===== src/rtl/rv32i_seq_pkg.sv =====
// rtl/rv32i_seq_pkg.sv - state encoding, opcodes and trap causes for the RV32I multi-cycle sequencer
package rv32i_seq_pkg;

  typedef enum logic [2:0] {
    S_IDLE   = 3'd0,
    S_FETCH  = 3'd1,
    S_DECODE = 3'd2,
    S_EXEC   = 3'd3,
    S_MEM    = 3'd4,
    S_WB     = 3'd5,
    S_HALT   = 3'd6,
    S_TRAP   = 3'd7
  } state_e;

  localparam logic [6:0] OP_ALU    = 7'b0110011;
  localparam logic [6:0] OP_ALUI   = 7'b0010011;
  localparam logic [6:0] OP_LOAD   = 7'b0000011;
  localparam logic [6:0] OP_STORE  = 7'b0100011;
  localparam logic [6:0] OP_BRANCH = 7'b1100011;
  localparam logic [6:0] OP_JALR   = 7'b1100111;
  localparam logic [6:0] OP_JAL    = 7'b1101111;
  localparam logic [6:0] OP_LUI    = 7'b0110111;
  localparam logic [6:0] OP_AUIPC  = 7'b0010111;

  localparam logic [1:0] CAUSE_NONE    = 2'b00;
  localparam logic [1:0] CAUSE_ILLEGAL = 2'b01;
  localparam logic [1:0] CAUSE_IMEM    = 2'b10;
  localparam logic [1:0] CAUSE_DMEM    = 2'b11;

  function automatic logic is_legal(input logic [6:0] op);
    return (op == OP_ALU)    || (op == OP_ALUI) || (op == OP_LOAD) ||
           (op == OP_STORE)  || (op == OP_BRANCH) || (op == OP_JALR) ||
           (op == OP_JAL)    || (op == OP_LUI)  || (op == OP_AUIPC);
  endfunction

endpackage


===== src/rtl/mem_wait_timer.sv =====
// rtl/mem_wait_timer.sv - wait-cycle counter shared by instruction fetch and data access
module mem_wait_timer #(
  parameter int LIMIT = 16,
  parameter int W     = $clog2(LIMIT)
) (
  input  logic clk,
  input  logic rst_n,
  input  logic clr,
  input  logic en,
  output logic expired
);

  localparam logic [W-1:0] LAST = W'(LIMIT - 1);

  logic [W-1:0] count;

  // Count unacknowledged request cycles; clear wins over enable.
  always_ff @(posedge clk or negedge rst_n) begin
    if (!rst_n) begin
      count <= '0;
    end else if (clr) begin
      count <= '0;
    end else if (en) begin
      count <= count + W'(1);
    end
  end

  assign expired = (count == LAST);

endmodule


===== src/rtl/rv32i_mc_sequencer.sv =====
// rtl/rv32i_mc_sequencer.sv - multi-cycle FETCH/DECODE/EXEC/MEM/WB sequencer with halt, traps and instret
module rv32i_mc_sequencer
  import rv32i_seq_pkg::*;
#(
  parameter int MEM_TIMEOUT = 16,
  parameter int TMO_W       = $clog2(MEM_TIMEOUT)
) (
  input  logic        clk,
  input  logic        rst_n,
  input  logic        halt_req,
  input  logic        resume,
  input  logic [6:0]  op_code,
  input  logic        dec_wr_reg,
  input  logic        dec_mem_wr,
  input  logic        imem_ack,
  input  logic        dmem_ack,
  output logic        imem_req,
  output logic        dmem_req,
  output logic        dmem_we,
  output logic        ir_we,
  output logic        alu_out_we,
  output logic        mdr_we,
  output logic        rf_we,
  output logic        pc_we,
  output logic [31:0] instret,
  output logic        trap,
  output logic [1:0]  trap_cause,
  output logic        halted,
  output logic [2:0]  state
);

  state_e state_q;
  logic   waiting;
  logic   tmo_expired;
  logic   tmo_clr;
  logic   tmo_en;
  state_e boundary_next;

  // A request is outstanding while in FETCH/MEM without the matching ack.
  assign waiting = ((state_q == S_FETCH) && !imem_ack) ||
                   ((state_q == S_MEM)   && !dmem_ack);
  // Counter holds at zero outside a wait and restarts on every state change.
  assign tmo_en  = waiting && !tmo_expired;
  assign tmo_clr = !waiting || tmo_expired;

  mem_wait_timer #(
    .LIMIT (MEM_TIMEOUT),
    .W     (TMO_W)
  ) u_wait_timer (
    .clk     (clk),
    .rst_n   (rst_n),
    .clr     (tmo_clr),
    .en      (tmo_en),
    .expired (tmo_expired)
  );

  assign boundary_next = halt_req ? S_HALT : S_FETCH;
  assign state         = state_q;
  assign trap          = (state_q == S_TRAP);
  assign halted        = (state_q == S_HALT);

  // Strobes and requests decoded from the current state; only ir_we, mdr_we and the MEM pc_we look at acks.
  always_comb begin
    imem_req   = 1'b0;
    dmem_req   = 1'b0;
    dmem_we    = 1'b0;
    ir_we      = 1'b0;
    alu_out_we = 1'b0;
    mdr_we     = 1'b0;
    rf_we      = 1'b0;
    pc_we      = 1'b0;
    case (state_q)
      S_FETCH: begin
        imem_req = 1'b1;
        ir_we    = imem_ack;
      end
      S_EXEC: begin
        alu_out_we = 1'b1;
        pc_we      = (op_code == OP_BRANCH);
      end
      S_MEM: begin
        dmem_req = 1'b1;
        dmem_we  = dec_mem_wr;
        mdr_we   = dmem_ack && (op_code == OP_LOAD);
        pc_we    = dmem_ack && (op_code == OP_STORE);
      end
      S_WB: begin
        rf_we = dec_wr_reg;
        pc_we = 1'b1;
      end
      default: ;
    endcase
  end

  // Sequencer state, trap cause and retired-instruction counter.
  always_ff @(posedge clk or negedge rst_n) begin
    if (!rst_n) begin
      state_q    <= S_IDLE;
      trap_cause <= CAUSE_NONE;
      instret    <= 32'd0;
    end else begin
      if (pc_we) begin
        instret <= instret + 32'd1;
      end
      case (state_q)
        S_IDLE: state_q <= S_FETCH;
        S_FETCH: begin
          if (imem_ack) begin
            state_q <= S_DECODE;
          end else if (tmo_expired) begin
            state_q    <= S_TRAP;
            trap_cause <= CAUSE_IMEM;
          end
        end
        S_DECODE: begin
          if (is_legal(op_code)) begin
            state_q <= S_EXEC;
          end else begin
            state_q    <= S_TRAP;
            trap_cause <= CAUSE_ILLEGAL;
          end
        end
        S_EXEC: begin
          if ((op_code == OP_LOAD) || (op_code == OP_STORE)) begin
            state_q <= S_MEM;
          end else if (op_code == OP_BRANCH) begin
            state_q <= boundary_next;
          end else begin
            state_q <= S_WB;
          end
        end
        S_MEM: begin
          if (dmem_ack) begin
            state_q <= (op_code == OP_STORE) ? boundary_next : S_WB;
          end else if (tmo_expired) begin
            state_q    <= S_TRAP;
            trap_cause <= CAUSE_DMEM;
          end
        end
        S_WB: state_q <= boundary_next;
        S_HALT: begin
          if (resume && !halt_req) begin
            state_q <= S_FETCH;
          end
        end
        S_TRAP: begin
          if (resume) begin
            state_q    <= S_FETCH;
            trap_cause <= CAUSE_NONE;
          end
        end
        default: state_q <= S_IDLE;
      endcase
    end
  end

endmodule


===== config.mk =====
export PLATFORM = sky130hd
export DESIGN_NAME = rv32i_mc_sequencer
export DESIGN_NICKNAME = d
export VERILOG_FILES = /design/src/rtl/rv32i_seq_pkg.sv /design/src/rtl/mem_wait_timer.sv /design/src/rtl/rv32i_mc_sequencer.sv
export SDC_FILE = /design/constraint.sdc
export NUM_CORES = 1
export LEC_CHECK = 0
export CAP_MARGIN = 10
export CORE_ASPECT_RATIO = 1.75
export CORE_UTILIZATION = 30
export DETAILED_ROUTE_END_ITERATION = 6
export GPL_ROUTABILITY_DRIVEN = 0
export PLACE_DENSITY = 0.6
export SETUP_SLACK_MARGIN = 0.1
export SLEW_MARGIN = 10
export SYNTH_ARGS = -nofsm -noshare
export SYNTH_HDL_FRONTEND = slang
export SYNTH_HIERARCHICAL = 1
export SYNTH_SLANG_ARGS = --single-unit

===== constraint.sdc =====
create_clock -name clk -period 5.9 [get_ports clk]
set_input_delay 1.77 -clock clk [delete_from_list [all_inputs] [get_ports clk]]
set_output_delay 1.77 -clock clk [all_outputs]
set_load 0.01 [all_outputs]

# Word level (Yosys, flattened, before mapping)
# Index checks and enable logic that the tools add are counted.
dict set report classes {
  reduce_logical 27
  add_sub_neg 2
  multipliers 0
  mux 28
  shifts 0
  div 0
  bitwise_logic 0
  magnitude_cmp 0
  eq_ne 24
}
# operator n
set op_table {}
lappend op_table {{32-bit by 1-bit adder with 32-bit output, second input constant} 1}
lappend op_table {{3-bit 2-to-1 mux} 10}
lappend op_table {{3-bit case mux with 8 select lines} 1}
lappend op_table {{7-bit by 6-bit equality test with 1-bit output, second input constant} 3}
lappend op_table {{7-bit equality test, second input constant} 3}
lappend op_table {{7-bit by 5-bit equality test with 1-bit output, second input constant} 2}
lappend op_table {{3-bit equality test, second input constant} 4}
lappend op_table {{2-bit 2-to-1 mux} 6}
lappend op_table {{2-bit inequality test, second input constant} 6}
lappend op_table {{1-bit logical OR} 11}
lappend op_table {{4-bit 2-to-1 mux} 2}
lappend op_table {{2-bit case mux with 4 select lines} 1}
lappend op_table {{7-bit by 2-bit equality test with 1-bit output, second input constant} 1}
lappend op_table {{1-bit 2-to-1 mux} 7}
lappend op_table {{7-bit AND reduction} 1}
lappend op_table {{3-bit by 2-bit equality test with 1-bit output, second input constant} 2}
lappend op_table {{1-bit logical AND} 6}
lappend op_table {{1-bit logical NOT} 5}
lappend op_table {{4-bit by 1-bit adder with 4-bit output, second input constant} 1}
lappend op_table {{4-bit equality test, second input constant} 1}
lappend op_table {{4-bit nonzero test} 1}
lappend op_table {{3-bit by 1-bit equality test with 1-bit output, second input constant} 1}
lappend op_table {{3-bit logical NOT} 1}
lappend op_table {{1-bit case mux with 3 select lines} 1}
lappend op_table {{3 further kinds} 3}
dict set report word_totals {
  romBits 0
  register_bits 41
  out_inout_bits 47
  ram_bits 0
  memories 0
  inputBits 15
  elab_cells 85
  latch_bits 0
}

# Logic depth before layout (Yosys ltp)
# Gate-level depths: netlist of run 1.
dict set report depth {
  ltp_word 11
  depth_mapped 8
  mapped_depth_nobuf 7
}

# Hierarchy
# Netlist of run 1, hierarchy kept.
# mod seq_area_each_um2 area_per_inst_um2 n_inst cells_per_inst
set modules_own_cells {}
lappend modules_own_cells {rv32i_mc_sequencer 925.9 2149.6 1 221}
lappend modules_own_cells {mem_wait_timer 100.1 198.9 1 17}

# Worst setup path after synthesis of run 1
# No wires, ideal clock.
dict set report synth_path {
  kind {input to output}
  startpoint {in op_code[2]}
  endpoint {out mdr_we}
  stages 3
  path_slack_ps 1394
  n_path_buf 0
  required_ps 4130
  arrival_time_ps 2736
  path_cell_list {nand4bb_1 or2_2 nor4_1}
}
dict set report synth_between {
  elab_chain_len 3
}
# item line_no
set synth_lines {}
lappend synth_lines {{start, declared} rv32i_mc_sequencer.sv:12} ;# input logic [6:0] op_code,
lappend synth_lines {{7-bit by 2-bit equality test with 1-bit output} rv32i_mc_sequencer.sv:84} ;# mdr_we = dmem_ack && (op_code == OP_LOAD);
lappend synth_lines {{1-bit logical AND} rv32i_mc_sequencer.sv:84}
lappend synth_lines {{1-bit 2-to-1 mux} rv32i_mc_sequencer.sv:72} ;# case (state_q)
lappend synth_lines {{end, declared} rv32i_mc_sequencer.sv:22} ;# output logic mdr_we,
# Every way passes these cells.

# Worst setup path after layout of run 1
# Same ends and word-level chain as after synthesis.

==> impl_metrics.env, run 1 <==
export IMPL_startpoint="op_code[2]"
export IMPL_arrival_ns=3.63
export IMPL_hold_slack_ns=0.462
export IMPL_die_y_um=119
export IMPL_r2r_slack_ns=3.52
export IMPL_syn_area_per_cell_um2=9.87
export IMPL_dr_pass1_iters=4
export IMPL_tns_ns=0
export IMPL_yosysTopAreaCell="dfrtp_1"
export IMPL_multiInputGateArea_mm2=0.00126
export IMPL_post_cts_buffers=0
export IMPL_cp_max_fo=5
export IMPL_core_mm2=0.00757
export IMPL_maxSlewViolCount=0
export IMPL_cpMostUsedCell="clkdlybuf4s50_1"
export IMPL_hp_start="instret[31]"
export IMPL_fmax_ghz=0.185
export IMPL_r2r_end="instret[10]"
export IMPL_grt_usage=0.152
export IMPL_critical_path_buf_inv_count=2
export IMPL_finalPower_uw=978
export IMPL_final_area_mm2=0.00320
export IMPL_syn_inst=238
export IMPL_root_buffer="clkbuf_16"
export IMPL_crit_family="buffers and inverters"
export IMPL_grt_remaining_overflow=0
export IMPL_cts_clk_slew_worst_paths_ns=0.06
export IMPL_cts_sink_count=41
export IMPL_outcome="complete, no violations"
export IMPL_grt_start_max_net_pins=42
export IMPL_rsz0062_at_grt="false"
export IMPL_syn_nets=255
export IMPL_maxSlewHeadroom=0.370
export IMPL_period_minus_slack_ns=5.40
export IMPL_start_util=0.310
export IMPL_final_common_cell="clkdlybuf4s50_1"
export IMPL_min_to="instret[31]"
export IMPL_postCtsHoldBufs=0
export IMPL_num_rows=42
export IMPL_fin_cells=390
export IMPL_irDropWorstVdd_v=0.000142
export IMPL_drc=0
export IMPL_skew_ns=0.00372
export IMPL_dpl_worst_slack_ns=0.489
export IMPL_antenna_cells=0
export IMPL_slowest_stage="clkdlybuf4s50_1"
export IMPL_post_dp_hpwl_mm=4.15
export IMPL_drtIter0Drc=82
export IMPL_dp_cells=382
export IMPL_area_growth_syn_to_layout_pct=36.2
export IMPL_hold_viol=0
export IMPL_p_per_area_mw_per_mm2=306
export IMPL_synth_edf_count=0
export IMPL_nets=318
export IMPL_portBuffers=61
export IMPL_p_leak_nw=1.31
export IMPL_rr_startpoint="state[0]"
export IMPL_async_reset_ff_frac=1.00
export IMPL_path_class="in2out"
export IMPL_antenna_found_initial=0
export IMPL_wl_per_cell_um=14.3
export IMPL_worstRegToRegCells=5
export IMPL_synth_main_ff_cell="dfrtp_1"
export IMPL_ys_seq_elements=41
export IMPL_nFillCells=784
export IMPL_vias_per_cell=5.14
export IMPL_cap_violations=0
export IMPL_synth_cell_types=54
export IMPL_cts_tree="built"
export IMPL_worstSkewPairLatency_ns=0.28
export IMPL_grt_pass1_wl_mm=9.45
export IMPL_die_w_um=68.9
export IMPL_cpPeakStageDelay_ns=0.60
export IMPL_final_cell_mix="60 x clkdlybuf4s50_1, 41 x dfrtp_1, 22 x xnor2_1"
export IMPL_cp_start_kind="input port"
export IMPL_layout_drive_gt1_share=0.0795
export IMPL_tightest_slew_ns=0.945
export IMPL_finalCritPeriodShare=0.916
export IMPL_clk_path_buf_depth=2
export IMPL_setup_ws_ns=0.498
export IMPL_cp_cell_sequence="clkdlybuf4s50_1 > nand4bb_1 > or2_2 > nor4_1 > clkdlybuf4s50_1"
export IMPL_post_route_util=0.423
export IMPL_setup_violations=0
export IMPL_ys_warnings_count=6
export IMPL_worstHoldPathType="reg2reg"
export IMPL_cts_buffers=5
export IMPL_min_path_cells=1
export IMPL_synth_top_area_frac=0.437
export IMPL_place_area_mm2=0.00304
export IMPL_cp_required_ns=4.13
export IMPL_synth_seq_area_share=0.437
export IMPL_synthTopCellsByArea="dfrtp_1 44%, xnor2_1 8.2%, xor2_1 4.1%"
export IMPL_cp_end_kind="output pin"
export IMPL_num_vias=2005
export IMPL_final_seq_area_mm2=0.00103
export IMPL_grt_pass1_vias=1997
export IMPL_cts_htree_levels=2
export IMPL_drt_wl_total_mm=5.59
export IMPL_antenna_left=0
export IMPL_num_io_pins=62
export IMPL_dieArea_mm2=0.00820
export IMPL_cts_resized=0
export IMPL_netlist_area_mm2=0.00235
## worst max path at each step
stage,depth (start not counted),to
5_1_grt,5,mdr_we
6_report,5,mdr_we
3_5_place_dp,5,mdr_we
2_1_floorplan,3,mdr_we
3_3_place_gp,5,mdr_we
4_1_cts,5,mdr_we
## flip-flops by register name, indices dropped and copies added, names as in the netlist
register,count
state,3
instret,32
trap_cause,2
u_wait_timer/count,4
## layer usage
| layer | share of wire | routed length, um | up-vias | global-route usage |
|---|---|---|---|---|
| li1 | - | - | 978 | - |
| met1 | 0.41 | 2290 | 964 | 0.181 |
| met2 | 0.51 | 2880 | 53 | 0.252 |
| met3 | 0.050 | 278 | 10 | 0.0316 |
| met4 | 0.025 | 140 | 0 | 0.0676 |
| met5 | 0 | 0 | - | 0 |
## power by group
group	switching (mW)	total [mW]	internal (mW)	leakage, nW
clock network	0.113	0.295	0.181	0.0805
registers	0.0637	0.370	0.306	0.552
logic	0.147	0.314	0.167	0.678
total	0.324	0.978	0.654	1.31
## worst reg2reg max path, stage by stage (launching register included)
cell and delay (ns):
dfrtp_1 0.75, and3b_1 0.34, o21ba_2 0.23, a2111oi_4 0.54
and3_1 0.26, xor2_1 0.18
## cell type report
class                           count  share of cell area
Clock buffer                        7              0.0477
Multi-Input combinational cell    183               0.393
Sequential cell                    41               0.321
Clock inverter                      1             0.00274
Tap cell                           88              0.0344
Timing Repair Buffer               62               0.192
Inverter                            8             0.00939
## synth_stat cells, types with 2 or more instances
cell type and count:
nor3_1 6, and3_1 8, or2_2 2, o21ai_0 10, o2111ai_1 2, nand4_1 11, nor4_1 3, nand3_1 16
mux2i_1 2, xnor2_1 22, ha_1 2, a2111oi_4 2, nand3b_1 4, nor2_1 15, and4_1 2, dfrtp_1 41
nand2b_1 3, nor4b_1 2, a31oi_1 2, inv_1 8, a21oi_1 10, xor2_1 11, clkbuf_1 3, and2_1 5
nand2_1 16, nor3b_1 2
## cell families after synthesis
family	synth area share
compound gates	0.125
fa+ha+maj	0.0107
simple gates	0.257
mux	0.0197
buf+inv	0.0272
flops	0.437
xor+xnor	0.123
(Power assumes the default switching activity.)
==> run 2: changes to the inputs <==
- MAX_ROUTING_LAYER: not set -> met4
==> impl_metrics.env, run 2 (synthesis results as in run 1) <==
export IMPL_outcome="complete, no violations"
export IMPL_antenna_cells=0
export IMPL_p_per_area_mw_per_mm2=305
export IMPL_antenna_found_initial=0
export IMPL_cts_sink_count=41
export IMPL_post_dp_hpwl_mm=4.15
export IMPL_hold_slack_ns=0.461
export IMPL_period_minus_slack_ns=5.40
export IMPL_tightest_slew_ns=0.935
export IMPL_finalPower_uw=975
export IMPL_wl_met1_mm=2.30
export IMPL_fmax_ghz=0.185
export IMPL_final_cell_mix="60 x clkdlybuf4s50_1, 41 x dfrtp_1, 22 x xnor2_1"
export IMPL_cts_htree_levels=2
export IMPL_layout_drive_gt1_share=0.0795
export IMPL_postCtsHoldBufs=0
export IMPL_dp_cells=382
export IMPL_grt_pass1_wl_mm=9.45
export IMPL_pwr_share_seq=0.379
export IMPL_startpoint="op_code[2]"
export IMPL_die_w_um=68.9
export IMPL_maxSlewHeadroom=0.376
export IMPL_swShare=0.329
export IMPL_cts_resized=0
export IMPL_drtIter0Drc=97
export IMPL_dieArea_mm2=0.00820
export IMPL_setup_ws_ns=0.497
export IMPL_start_util=0.310
export IMPL_num_vias=2005
export IMPL_hp_start="instret[31]"
export IMPL_finalCritPeriodShare=0.916
export IMPL_path_class="in2out"
export IMPL_clk_path_buf_depth=2
export IMPL_skew_ns=0.00228
export IMPL_worstHoldPathType="reg2reg"
export IMPL_num_rows=42
export IMPL_wl_per_cell_um=14.3
export IMPL_setup_violations=0
export IMPL_place_area_mm2=0.00304
export IMPL_setup_worst_path_end="mdr_we"
export IMPL_power_frac_clock=0.300
export IMPL_cp_end_kind="output pin"
export IMPL_final_common_cell="clkdlybuf4s50_1"
export IMPL_largest_reg_flops=32
export IMPL_cap_violations=0
export IMPL_worstRegToRegCells=5
export IMPL_drt_wl_total_mm=5.58
export IMPL_area_growth_syn_to_layout_pct=36.2
export IMPL_worstSkewPairLatency_ns=0.28
export IMPL_cp_max_fo=5
export IMPL_intPower_uw=654
export IMPL_dr_pass1_iters=4
export IMPL_r2r_slack_ns=3.53
export IMPL_cp_start_kind="input port"
export IMPL_root_buffer="clkbuf_16"
export IMPL_post_route_util=0.423
export IMPL_cts_clk_slew_worst_paths_ns=0.06
export IMPL_topRoutingLayerUsed="met4"
export IMPL_hold_viol=0
export IMPL_grt_pass1_vias=1992
export IMPL_core_mm2=0.00757
export IMPL_final_area_mm2=0.00320
export IMPL_power_frac_comb=0.322
export IMPL_cts_tree="built"
export IMPL_wl_met2_mm=2.89
export IMPL_num_io_pins=62
export IMPL_arrival_ns=3.63
export IMPL_die_y_um=119
export IMPL_met3_length_um=256
export IMPL_p_leak_nw=1.31
export IMPL_cts_buffers=5
export IMPL_nets=318
export IMPL_fin_cells=390
export IMPL_rr_startpoint="state[0]"
export IMPL_regMostFlops="instret"
export IMPL_grt_start_max_net_pins=42
export IMPL_antenna_left=0
export IMPL_tns_ns=0
export IMPL_drc=0
export IMPL_portBuffers=61
export IMPL_r2r_end="instret[10]"
export IMPL_cp_required_ns=4.13
export IMPL_grt_remaining_overflow=0
export IMPL_nFillCells=784
export IMPL_dpl_worst_slack_ns=0.489
export IMPL_vias_per_cell=5.14
export IMPL_grt_usage=0.156
export IMPL_maxSlewViolCount=0
export IMPL_irDropWorstVdd_v=0.000143
export IMPL_p_switching_uw=321
export IMPL_rsz0062_at_grt="false"
export IMPL_post_cts_buffers=0
-- run 2: cell counts in the layout (fill, tap and decap cells not counted) --
No cell type changed its count.
-- run 2: worst min-delay path by stage --
stage	endpoint	slack (ns)	depth (start not counted)
after floorplan	instret[31]	0.50	1
after global placement	instret[31]	0.46	1
after detailed placement	instret[31]	0.46	1
after CTS	instret[31]	0.47	1
after global routing	instret[31]	0.48	1
final	instret[31]	0.46	1
-- run 2: power by group through the flow --
stage	clock network, mW	registers, mW	logic [mW]
finish	0.292	0.370	0.314
detailed placement	0	0.375	0.317
CTS	0.304	0.369	0.319
floorplan	0	0.346	0.220
global route	0.314	0.378	0.347
global placement	0	0.374	0.316
-- run 2: metal layers --
metal / up-vias / track usage
li1: 978 / -
met1: 970 / 0.180
met2: 48 / 0.253
met3: 9 / 0.0316
met4: 0 / 0.0676
met5: - / -
-- run 2: critical path: stages --
cell and delay, ns:
clkdlybuf4s50_1 0.41, nand4bb_1 0.28, or2_2 0.34, nor4_1 0.23, clkdlybuf4s50_1 0.60
-- run 2: final cells by class --
cell class / instances / area, um2 / area share
Tap cell: 88 / 110 / 0.0344
Timing Repair Buffer: 62 / 613 / 0.192
Multi-Input combinational cell: 183 / 1260 / 0.393
Sequential cell: 41 / 1030 / 0.321
Clock inverter: 1 / 8.76 / 0.00274
Inverter: 8 / 30.0 / 0.00939
Clock buffer: 7 / 153 / 0.0477
